[config.mk]
export PLATFORM = sky130hd
export DESIGN_NAME = riscv_if_biu
export DESIGN_NICKNAME = d
export VERILOG_FILES = /design/src/rtl/riscv_if_biu.sv
export SDC_FILE = /design/constraint.sdc
export NUM_CORES = 1
export LEC_CHECK = 0
export CAP_MARGIN = 20
export CORE_MARGIN = 2
export CORE_UTILIZATION = 42
export CTS_CLUSTER_DIAMETER = 150
export DETAILED_ROUTE_END_ITERATION = 8
export PLACE_DENSITY_LB_ADDON = 0.12
export SKIP_LAST_GASP = 1
export SLEW_MARGIN = 10
export SYNTH_ARGS = -nofsm -noshare
export SYNTH_HDL_FRONTEND = slang
export SYNTH_SLANG_ARGS = --single-unit
export TNS_END_PERCENT = 5
[constraint.sdc]
create_clock -name clk -period 15 [get_ports clk]
set_input_delay 3 -clock clk [delete_from_list [all_inputs] [get_ports clk]]
set_output_delay 3 -clock clk [all_outputs]
set_load 0.03 [all_outputs]
[src/rtl/riscv_if_biu.sv]
// riscv_if_biu: bus interface unit for the instruction fetch stage.
//
// Issues in-order read requests for the PC presented by the fetch stage,
// tracks requests in flight, pairs in-order responses with their request
// address, and queues {data, pc, exception} entries for the fetch stage.
// A flush empties both queues and drops the responses still owed for
// requests issued before it. A misaligned PC generates a NOP entry flagged
// misaligned once the bus is quiet, without a bus request.
//
// Ports
//   clk, rstn              clock, async active-low reset
//   if_nxt_pc              PC requested by fetch
//   if_stall, if_flush     fetch back-pressure / discard pending fetches
//   if_stall_nxt_pc        fetch must hold if_nxt_pc
//   if_parcel*             parcel data, pc, per-half valid, exceptions
//   mem_req/mem_adr/mem_ack               request channel
//   mem_rvalid/mem_rdata/mem_err          in-order response channel
module riscv_if_biu #(
  parameter int XLEN        = 32,
  parameter int PARCEL_SIZE = 32,
  parameter int DEPTH       = 2
) (
  input  logic                      clk,
  input  logic                      rstn,
  input  logic [XLEN-1:0]           if_nxt_pc,
  input  logic                      if_stall,
  input  logic                      if_flush,
  output logic                      if_stall_nxt_pc,
  output logic [PARCEL_SIZE-1:0]    if_parcel,
  output logic [XLEN-1:0]           if_parcel_pc,
  output logic [PARCEL_SIZE/16-1:0] if_parcel_valid,
  output logic                      if_parcel_misaligned,
  output logic                      if_parcel_page_fault,
  output logic                      mem_req,
  output logic [XLEN-1:0]           mem_adr,
  input  logic                      mem_ack,
  input  logic                      mem_rvalid,
  input  logic [PARCEL_SIZE-1:0]    mem_rdata,
  input  logic                      mem_err
);
  localparam int AW = $clog2(DEPTH);
  localparam int CW = AW + 1;
  localparam int SW = CW + 1;
  localparam logic [PARCEL_SIZE-1:0] NOP = PARCEL_SIZE'(32'h0000_0013);

  typedef struct packed {
    logic [PARCEL_SIZE-1:0] data;
    logic [XLEN-1:0]        pc;
    logic                   misaligned;
    logic                   err;
  } rsp_t;

  logic [XLEN-1:0] adr_q [DEPTH];
  rsp_t            rsp_q [DEPTH];
  logic [AW-1:0]   adr_wp, adr_rp, rsp_wp, rsp_rp;
  logic [CW-1:0]   inflight, discard, queued;

  logic          aligned, room, accept, mis_push, rsp_ok, rsp_keep;
  logic          rsp_push, rsp_pop, rsp_empty;
  logic [SW-1:0] occ;
  rsp_t          rsp_in, head;

  // Occupancy counts both outstanding requests and parked responses so a
  // response always has a free slot when it arrives.
  assign occ      = {1'b0, inflight} + {1'b0, queued};
  assign room     = occ < SW'(DEPTH);
  assign aligned  = (if_nxt_pc[1:0] == 2'b00);

  assign mem_req  = rstn & ~if_flush & ~if_stall & room & aligned;
  assign mem_adr  = if_nxt_pc;
  assign accept   = mem_req & mem_ack;

  // Misaligned PC waits for the bus to drain so the NOP stays in order.
  assign mis_push = rstn & ~if_flush & ~if_stall & ~aligned &
                    (inflight == '0) & (queued < CW'(DEPTH));

  assign if_stall_nxt_pc = ~(accept | mis_push);

  // Responses with nothing outstanding are ignored.
  assign rsp_ok    = mem_rvalid & (inflight != '0);
  assign rsp_keep  = rsp_ok & (discard == '0);
  assign rsp_push  = (rsp_keep | mis_push) & ~if_flush;
  assign rsp_empty = (queued == '0);
  assign rsp_pop   = ~rsp_empty & ~if_stall & ~if_flush;

  always_comb begin
    rsp_in = '{data: mem_rdata, pc: adr_q[adr_rp], misaligned: 1'b0, err: mem_err};
    if (mis_push) rsp_in = '{data: NOP, pc: if_nxt_pc, misaligned: 1'b1, err: 1'b0};
  end

  assign head                 = rsp_empty ? '0 : rsp_q[rsp_rp];
  assign if_parcel            = head.data;
  assign if_parcel_pc         = head.pc;
  assign if_parcel_misaligned = head.misaligned;
  assign if_parcel_page_fault = head.err;
  assign if_parcel_valid      = {(PARCEL_SIZE/16){rsp_pop}};

  // Queue storage: contents are qualified by the pointers, no reset needed.
  always_ff @(posedge clk) begin
    if (accept)   adr_q[adr_wp] <= mem_adr;
    if (rsp_push) rsp_q[rsp_wp] <= rsp_in;
  end

  always_ff @(posedge clk or negedge rstn) begin
    if (!rstn) begin
      adr_wp   <= '0;
      adr_rp   <= '0;
      rsp_wp   <= '0;
      rsp_rp   <= '0;
      inflight <= '0;
      discard  <= '0;
      queued   <= '0;
    end else if (if_flush) begin
      // Everything still owed by the bus is stale; a response landing this
      // cycle already settles one of them.
      adr_wp   <= '0;
      adr_rp   <= '0;
      rsp_wp   <= '0;
      rsp_rp   <= '0;
      queued   <= '0;
      inflight <= inflight - CW'(rsp_ok);
      discard  <= inflight - CW'(rsp_ok);
    end else begin
      if (accept)                     adr_wp  <= adr_wp + 1'b1;
      if (rsp_keep)                   adr_rp  <= adr_rp + 1'b1;
      if (rsp_ok && discard != '0)    discard <= discard - 1'b1;
      inflight <= inflight + CW'(accept) - CW'(rsp_ok);
      if (rsp_push)                   rsp_wp  <= rsp_wp + 1'b1;
      if (rsp_pop)                    rsp_rp  <= rsp_rp + 1'b1;
      queued   <= queued + CW'(rsp_push) - CW'(rsp_pop);
    end
  end

endmodule

; Word-level counts from Yosys, hierarchy flattened
; Memories as Yosys holds them, arrays and structs flattened.
; Index checks and enable logic that the tools add are counted.
; W data, S select, Z words.
[classes]
add_sub_neg = 11
order_cmp = 2
muxes = 18
n_bitwise = 20
n_reduce_logical = 12
[ops]
columns = op, count
row1 = $mux W66, 2
row2 = $reduce_bool A2 Y1, 7
row3 = $and A1 B1 Y1, 13
row4 = $mux W1, 12
row5 = $logic_not A2 Y1, 4
row6 = $mux W2, 4
row7 = $sub A2 B1 Y2, 3
row8 = $not A1 Y1, 5
row9 = $add A1 B1 Y1 const B, 4
row10 = $add A2 B1 Y2, 2
row11 = $add A2 B2 Y3, 1
row12 = $lt A3 B2 Y1 const B, 1
row13 = $lt A2 B2 Y1 const B, 1
row14 = $or A1 B1 Y1, 2
row15 = $sub A2 B1 Y2 const B, 1
row16 = $logic_and A1 B1 Y1, 1
[totals]
register_bits = 10
ramBits = 196
word_cells = 72
memories = 2
[memory_table]
columns = name, words, width, rd, rd_clocked_by_memory_dff, write_ports, line
row1 = rsp_q, 2, 66, 1, 0, 1, 54  ; rsp_t rsp_q [DEPTH];
row2 = adr_q, 2, 32, 1, 0, 1, 53  ; logic [XLEN-1:0] adr_q [DEPTH];

; Depth between registers and ports, before layout
[depth]
word_depth = 11
ltp_mapped = 10
depth_no_buf = 10

; Worst setup path before layout
; OpenSTA, ideal clock, no wires.
[synth_timing]
kind = input to register
from = in if_flush
to = mem rsp_q[1][0] (netlist name) (enable)
setup_ns = 0.585
t_arrival_ns = 8.418
required_ns = 14.415
setup_slack_ns = 5.997
stages = 4
path_cell_list = buf_6 -> nor3b_4 -> a31oi_1 -> nor3b_1
[synth_via]
elab_chain_cells = 10
[synth_lines]
columns = element, line
row1 = start: declaration, 27  ; input logic if_flush,
row2 = $not A1 Y1 (*), "74, 82"
row3 = $and A1 B1 Y1 (4 in series), 74  ; assign mis_push = rstn & ~if_flush & ~if_stall & ~aligned &
row4 = $and A1 B1 Y1, 75  ; (inflight == '0) & (queued < CW'(DEPTH));
row5 = $or A1 B1 Y1, 82  ; assign rsp_push = (rsp_keep | mis_push) & ~if_flush;
row6 = $and A1 B1 Y1 (*), 82
row7 = $mux W1 (*), 101  ; if (rsp_push) rsp_q[rsp_wp] <= rsp_in;
row8 = $mux W1 (implied by the code) (*), 101
row9 = end: declaration, 54
; Mark *: on every way between the ends. The rest lies on a longest branch, timed or not.

; Final worst setup path
[layout_timing]
from = in if_flush
to = out mem_req
[layout_via]
elab_chain_cells = 5
[layout_lines]
columns = element, line
row1 = $not A1 Y1, 69  ; assign mem_req = rstn & ~if_flush & ~if_stall & room & aligned;
row2 = $and A1 B1 Y1 (4 in series), 69
row3 = end: declaration, 34  ; output logic mem_req,
; No other way between the ends.

==> summary.txt <==
Wirelength, routed: 17300 um
Clock Tree Buf Depth: 3
Clock Pin Slew Worst Setup and Hold Paths: 60 ps
Area growth syn-to-layout: 28.4%
Pre-antenna DRT Iters: 4
TritonCTS clock tree: done
Final slew viol count: 0
Most common cell after layout, fill and taps aside: edfxtp_1
Post-synthesis compound-gate area fraction: 2.62%
Post-synthesis cell type count: 34
Largest family of logic cells by synthesized area: multiplexers
Family with the most delay on the worst path: buffers and inverters
Worst Max-Slew Pin Slew: 1080 ps
DIE AREA: 22000 um2
Clock sink total: 206
N_diodes: 0
Syn Nets: 676
Minimum hold slack: 586 ps
Slew headroom: 27.8%
Simple-Gate Fraction of Synth Area: 8.74%
Max_cap viols: 0
DRC: 0
1st-iter DRT viols: 222
Placement Rows: 52
Non-filler cells, final: 1026
Crit path buf inv count: 2
Pwr/cell area: 164 nW/um2
Core area: 20300 um2
Wire length per cell: 16.8 um
Initial antenna violation count: 0
Final #Nets: 817
Cell Area, Synth: 8730 um2
Net Sw Frac: 32.3%
CTS root buffer: clkbuf_16
Adder-Cell Fraction of Synth Area: 0.946%
Pint: 1240 uW
Die height: 148 um
Yosys warning count: 0
Avg Inst Size Synth: 14.6 um2
Worst Clk Skew: 8.37 ps
CTS Buf Count: 23
Crit-path slowest cell: clkdlybuf4s50_1
Commonest non-fill, non-tap cells in the layout: edfxtp_1 (196), clkdlybuf4s50_1 (172), nor2_1 (105), mux2i_1 (99), a21oi_1 (34)
Skew-Pair Late Insertion Delay: 490 ps
Worst EP arrival: 5130 ps
Post-synthesis sequential area ratio: 70.3%
Maximum vdd drop: 0.0867 mV
Io pins: 173
Worst-path cell chain: clkdlybuf4s50_1 > nor3b_4 > and2_1 > clkdlybuf4s50_1
Post-layout instance area: 11200 um2
Mux share of post-synthesis cell area: 11.3%
Switching power total: 593 uW
First-pass GRT wire length: 26800 um
# port buffers: 172
Endpoint class of the critical path: primary output
Initial Util: 43.0%
CTS H-Tree Depth: 1
Flops & latches, synth: 206
Vias in the first global route: 5101
Fin crit period: 8130 ps
CTS Hold Bufs: 0
Gate power share: 31.7%
Crit path max fanout: 19
Fill cell count: 1694
RSZ-0062 raised after global routing: no
Final hold violation count: 0
Fmax: 123 MHz
Placer Congestion: 0.744
Most used cell along the critical path: clkdlybuf4s50_1
Dpl cells: 983
Crit path largest cell delay: 800 ps
Clock power frac: 28.3%
Run status: finished, final reports clean
Cts repair resizes: 0
Worst Hold Class: register to register
Ratio of cells with drive above 1 in the final layout: 6.75%
Syn Inst Count: 599
Crit Path Class: primary input to primary output
Setup Fix Bufs, Post-CTS: 0
Final Util: 55.2%
Leak Pwr: 0.00370 uW
GR Util All Layers: 15.4%
Via count: 4972
Startpoint Class: primary input
Routed Antenna Nets: 0
Chip width: 148 um
Drt via density: 4.85
Final setup fails: 0
XOR/XNOR share of the synthesized area: 0.903%
Crit share post-route: 54.2%
Setup tns final: 0 ps
Flop pwr share: 40.0%
Critical Path RT: 12000 ps
DP HPWL: 10300 um
Total grt overflow: 0
Dpl cell area: 10500 um2
Largest net degree at the start of global routing: 62
[metrics by stage]
stage          total power [uW]  setup WS, ps
6_report                   1840          6870
5_1_grt                    1930          6810
4_1_cts                    1860          6880
3_5_place_dp               1340          6890
3_3_place_gp               1330          6960
2_1_floorplan              1120          6000
[flip-flops by register name, summed over array words and instances, names as in the netlist]
register  flops
rsp_q       132
adr_q        64
discard       2
rsp_rp        1
adr_rp        1
rsp_wp        1
inflight      2
adr_wp        1
queued        2
[power groups by stage]
stage               logic (uW)  clock network, uW  registers, uW
finish                     582                520            734
global route               627                557            741
CTS                        591                535            736
detailed placement         588                  0            749
global placement           582                  0            747
floorplan                  399                  0            720
[area by class of cell]
class / count / area (um2) / share of cell area (%)
well taps: 270 / 338 / 3.01
repair buffers: 181 / 1810 / 16.2
flip-flops and latches: 206 / 6140 / 54.8
clock buffers: 26 / 587 / 5.23
clock inverters: 15 / 118 / 1.05
multi-input cells: 320 / 2180 / 19.5
inverters: 8 / 30.0 / 0.268
[Yosys cell counts, drive strengths merged]
library cell | instances | area [um2]
o211a | 1 | 10.0
edfxtp | 196 | 5890
a21oi | 34 | 170
nor3b | 2 | 26.3
xor2 | 4 | 35.0
buf | 54 | 382
a22o | 1 | 8.76
xnor2 | 5 | 43.8
nor2b | 1 | 6.26
and2 | 32 | 200
mux2i | 99 | 991
nor2 | 108 | 405
nand3 | 3 | 20.0
ha | 5 | 62.6
nor4 | 1 | 6.26
o311ai | 1 | 8.76
nor3 | 6 | 46.3
nand2b | 4 | 25.0
fa | 1 | 20.0
nand2 | 4 | 15.0
o21ai | 5 | 25.0
a31oi | 1 | 6.26
or2 | 1 | 6.26
and3 | 1 | 6.26
inv | 8 | 30.0
clkbuf | 11 | 41.3
dfrtp | 10 | 250
[worst reg2reg max path, stage by stage (launching register included)]
cell     delay (ps)
dfrtp_1         460
and2_1          190
fa_1            440
nor4_1          410
nand3_1         360
ha_1            410
inv_1            50
ha_1            180
xnor2_1         120
o21ai_0         180
xor2_1          160
[worst paths after layout]
check / from / endpoint / cells past startpoint / slack, ps
min in group asynchronous: rstn / rsp_rp / 1 / 2860
hold reg to reg: discard[0] / discard[0] / 2 / 590
max in group asynchronous: rstn / rsp_rp / 1 / 11730
setup reg to reg: inflight[0] / inflight[1] / 10 / 11990
hold / removal: discard[0] / discard[0] / 2 / 590
setup / recovery: if_flush / mem_req / 4 / 6870
[cell families (layout without fill, tap and decap cells)]
logic type | Yosys count | in the layout
simple gates | 163 | 163
fa+ha+maj | 6 | 6
xor+xnor | 9 | 9
buf+inv | 73 | 230
compound gates | 43 | 43
mux | 99 | 99
flops | 206 | 206
[metal layers]
metal | up-vias | wire length (um) | global-route usage, %
li1 | 2410 | - | -
met4 | 0 | 303 | 4.33
met3 | 20 | 1020 | 2.67
met1 | 2379 | 7550 | 20.0
met5 | - | 0 | 0
met2 | 163 | 8390 | 26.8
(Power assumes the default switching activity.)
